<file path="config.mk">
export PLATFORM = sky130hd
export DESIGN_NAME = blk_mem_gen_0
export DESIGN_NICKNAME = d
export VERILOG_FILES = /design/src/rtl/blk_mem_gen_0.sv
export SDC_FILE = /design/constraint.sdc
export NUM_CORES = 1
export LEC_CHECK = 0
export ABC_AREA = 0
export BUFFER_PORTS_ARGS = -buffer_cell sky130_fd_sc_hd__buf_2
export CORE_ASPECT_RATIO = 0.5
export CORE_UTILIZATION = 60
export CTS_CLUSTER_DIAMETER = 120
export DETAILED_ROUTE_END_ITERATION = 16
export PLACE_DENSITY = 0.78
export SLEW_MARGIN = 20
export SYNTH_ARGS = -nofsm -noshare
export SYNTH_HDL_FRONTEND = slang
export SYNTH_SLANG_ARGS = --single-unit
</file>
<file path="constraint.sdc">
create_clock -name clka -period 2.8 [get_ports clka]
set_input_delay 0.56 -clock clka [delete_from_list [all_inputs] [get_ports clka]]
set_output_delay 0.56 -clock clka [all_outputs]
set_load 0.02 [all_outputs]
</file>
<file path="src/rtl/blk_mem_gen_0.sv">
// Single-port 4x16 block RAM holding the seven-segment display value table.
// Registered read port, write-first on write cycles; contents survive reset.
module blk_mem_gen_0 #(
   parameter int                    DATA_WIDTH = 16,
   parameter int                    ADDR_WIDTH = 2,
   parameter logic [DATA_WIDTH-1:0] INIT_0     = 16'd1234,
   parameter logic [DATA_WIDTH-1:0] INIT_1     = 16'd5678,
   parameter logic [DATA_WIDTH-1:0] INIT_2     = 16'd9012,
   parameter logic [DATA_WIDTH-1:0] INIT_3     = 16'd3456
) (
   input  logic                  clka,
   input  logic                  reset_n,
   input  logic                  ena,
   input  logic                  wea,
   input  logic [ADDR_WIDTH-1:0] addra,
   input  logic [DATA_WIDTH-1:0] dina,
   output logic [DATA_WIDTH-1:0] douta
);

   localparam int DEPTH = 2 ** ADDR_WIDTH;

   function automatic logic [DATA_WIDTH-1:0] init_word(input int idx);
      case (idx)
         0:       return INIT_0;
         1:       return INIT_1;
         2:       return INIT_2;
         3:       return INIT_3;
         default: return '0;
      endcase
   endfunction

   logic                  wr_en;
   logic [DATA_WIDTH-1:0] mem_rd [DEPTH];

   // Writes are blocked while reset is held so the table cannot be corrupted.
   assign wr_en = reset_n & ena & wea;

   // Array words carry their table value from configuration and are never reset.
   for (genvar i = 0; i < DEPTH; i++) begin : g_word
      logic [DATA_WIDTH-1:0] word = init_word(i);

      always_ff @(posedge clka) begin
         if (wr_en && (addra == ADDR_WIDTH'(i))) begin
            word <= dina;
         end
      end

      assign mem_rd[i] = word;
   end

   always_ff @(posedge clka or negedge reset_n) begin
      if (!reset_n) begin
         douta <= '0;
      end else if (ena) begin
         douta <= wea ? dina : mem_rd[addra];
      end
   end

endmodule

</file>
==> results summary <==
The run finished with clean final reports. The overall routed net length came out at 5680 um. The count of final hold-check violations is 0. The total die area came out at 0.00540 sq mm. At the end of routability-driven placement, the weighted congestion stood at 0.701. The mean instance size in the synthesized netlist came out at 20.5 sq um. The largest net degree at the start of global routing came out at 23.

The area of the mapped netlist came out at 0.00305 sq mm. The synthesized design devotes to its leading area cell type 62.9% of total area. The post-cts gate resize count came out at 0. The tree is rooted in a clkbuf_8.

Ranked by total cell area, the synthesized netlist is headed by edfxtp_1 (63%), dfrtp_1 (13%), mux4_2 (12%), a221o_1 (4.6%), and3_1 (3.3%). The first TritonRoute pass finished after 4 iterations. The number of antenna violations at the first check in global routing is 0.

The most common library cell in the layout ignoring fill and taps is edfxtp_1. The fill cell total of the finished layout came out at 287. The die boundary height came out at 52.5 um. The power density over the cells is 662 mW/mm^2. The violation count after the first detailed-route iteration came out at 54. The residual DRC count came out at 0.

In this run the standard cell core region covers 0.00464 sq mm. The final critical delay including setup and external delays came out at 1.78 ns. The first global-routing pass estimated 8650 um of wire.

The via count of the first global-routing pass came out at 1666. The critical path is of the in2reg type. The total overflow reported by the global router is 0. The required time at the worst-slack endpoint came out at 3.02 ns.

Of the synthesized area, sequential elements account for 76.0%. The clock-pin transition on the worst setup and hold timing paths came out at 0.08 ns. The worst setup path is captured at a flop. The layout net count is 219.

The number of placed I/O pins came out at 38. Counting every sink on the clock net gives 80. The remaining number of nets flagged by the antenna check after routing came out at 0. The total placed cells including tap cells is 252. The max-capacitance violation count is 0.

The average routed wire per standard cell came out at 21.2 um. The peak ir drop on the vdd network is 399 uV. The half-perimeter wire length after detailed placement came out at 3750 um.

The clock insertion delay at the later pin of the skew report came out at 0.34 ns. The synthesized design spends more area on one cell type than any other, namely edfxtp_1. The die width is 103 um.

Counting along the longest clock path gives a buffer depth of 2. The number of buffers added for setup after CTS came out at 0. The worst hold path belongs to the class in2async. The total via count after detailed routing is 1626. Across every metal layer, demand over resource in global routing totals 24.5%. The total of hold buffers inserted after clock tree synthesis came out at 0. The worst pin sits at a relative slew slack of 57.0%.

The flop and latch count out of synthesis is 80. Along the worst path, the maximum fanout reaches 20. The final critical-path share of the clock period is 63.7%. The total count of max-transition violations in the final report came out at 0. The post-route netlist has 39.6% of its cells at a drive strength greater than 1. The initial core utilization is 65.9%. The final total negative setup slack came out at 0 ns.

The per-cell via count in the routed design is 6.07. Setup repair after global routing left no endpoint under its margin. The worst hold slack after final layout came out at 0.0768 ns. The worst-case clock skew came out at 0.00829 ns. The worst setup path is launched from an input port. The post-synthesis net count came out at 171.

After technology mapping, the gate count stands at 149. The repair_antennas step left the layout with diodes totalling 0. The data arrival time at the worst-slack endpoint is 2.00 ns. The slew at the pin closest to its max-slew limit came out at 0.645 ns. The critical path goes through buf_2, mux4_2, a221o_1. For this run, the slowest stage of the critical path takes 0.59 ns. The row count is 17. The post-synthesis cell type count is 16. For this run, the top clock speed supported by timing is 561 MHz. The leakage power total came out at 1.35 nW. The library cells used most frequently in the layout, excluding fill and tap cells, are edfxtp_1 (64), buf_2 (37), mux4_2 (16), and3_1 (16), dfrtp_1 (16). The total of buffers placed on input and output ports is 37.

Setup violations remaining at the end of the flow were counted as 0. The number of CTS-inserted buffers is 9. The largest individual stage delay along the critical path comes from the cell mux4_2.

TritonCTS built the clock tree. The number of levels the H-tree was split into is 3. The core utilization of the finished layout came out at 76.4%. The layout overhead on the synthesized area came out at 16.1%. The number of standard cells in the layout, taps in and fillers out is 268.

During synthesis, Yosys emitted a total of 0 warnings.
==> synth_stat cells <==
cell / number
inv_1: 1
nand2_1: 1
dfrtp_1: 16
a221o_1: 14
buf_2: 1
a211o_1: 2
and3_1: 16
buf_6: 2
clkbuf_1: 7
edfxtp_1: 64
nor2_1: 1
nand3_1: 2
nor3b_1: 2
nor3_1: 1
mux4_2: 16
nor2b_1: 3
==> layer usage <==
metal  vias to the layer above  track usage, %  routed length (um)
met5                         -               0                   0
met4                         0            9.86                  56
li1                        721               -                   -
met3                         7            7.87                 440
met1                       827            30.7                2370
met2                        71            40.7                2810
==> cells by family (layout without fill, tap and decap cells) <==
kind of cell | Yosys count | in the layout | synth area share (%)
compound gates | 16 | 16 | 5.16
buf+inv | 11 | 64 | 1.88
flops | 80 | 80 | 76.0
mux | 16 | 16 | 11.8
simple gates | 26 | 26 | 5.12
==> power by group <==
part / total (W) / internal (W) / switching (W)
registers: 0.00135 / 0.00133 / 0.0000202
logic: 0.000205 / 0.0000863 / 0.000119
clock network: 0.000791 / 0.000402 / 0.000389
total: 0.00235 / 0.00182 / 0.000527
==> area by class of cell <==
cell class              instances  area [sq um]  area share, %
flip-flops and latches         80          2320           65.5
well taps                      66          82.6           2.33
repair buffers                 47           260           7.34
clock buffers                   9           124           3.49
clock inverters                 7          62.6           1.76
inverters                       1          3.75          0.106
multi-input cells              58           689           19.4
==> stage by stage <==
stage	power (W)	instance area (sq um)	setup slack (ns)
floorplan	0.00150	3050	0.202
global placement	0.00157	3360	0.652
detailed placement	0.00158	3360	0.630
CTS	0.00236	3540	0.991
global route	0.00242	3540	0.940
finish	0.00235	3540	1.02
==> critical path, delay by kind of cell <==
family | cells | cell delay, ns
buffers and inverters | 1 | 0.51
muxes | 1 | 0.59
AOI/OAI and AO/OA | 1 | 0.34
==> path summary, 6_finish.rpt <==
path | cells past startpoint | startpoint | endpoint | slack [ns]
worst max-delay path | 3 | addra[0] | douta[7]$_DFFE_PN0P_ | 1.02
worst min-delay path | 1 | reset_n | douta[3]$_DFFE_PN0P_ | 0.08
worst max register to register | 2 | g_word[0].word[9]$_DFFE_PP_ | douta[9]$_DFFE_PN0P_ | 1.48
worst min register to register | 1 | douta[0]$_DFFE_PN0P_ | douta[0]$_DFFE_PN0P_ | 0.51
max in group asynchronous | 2 | reset_n | douta[8]$_DFFE_PN0P_ | 2.29
min in group clka | 1 | dina[6] | g_word[3].word[6]$_DFFE_PP_ | 0.44
==> registers in the layout, summed over array words and instances (netlist names) <==
| signal | cells |
|---|---|
| douta | 16 |
| g_word.word | 64 |
(Power assumes the default switching activity.)
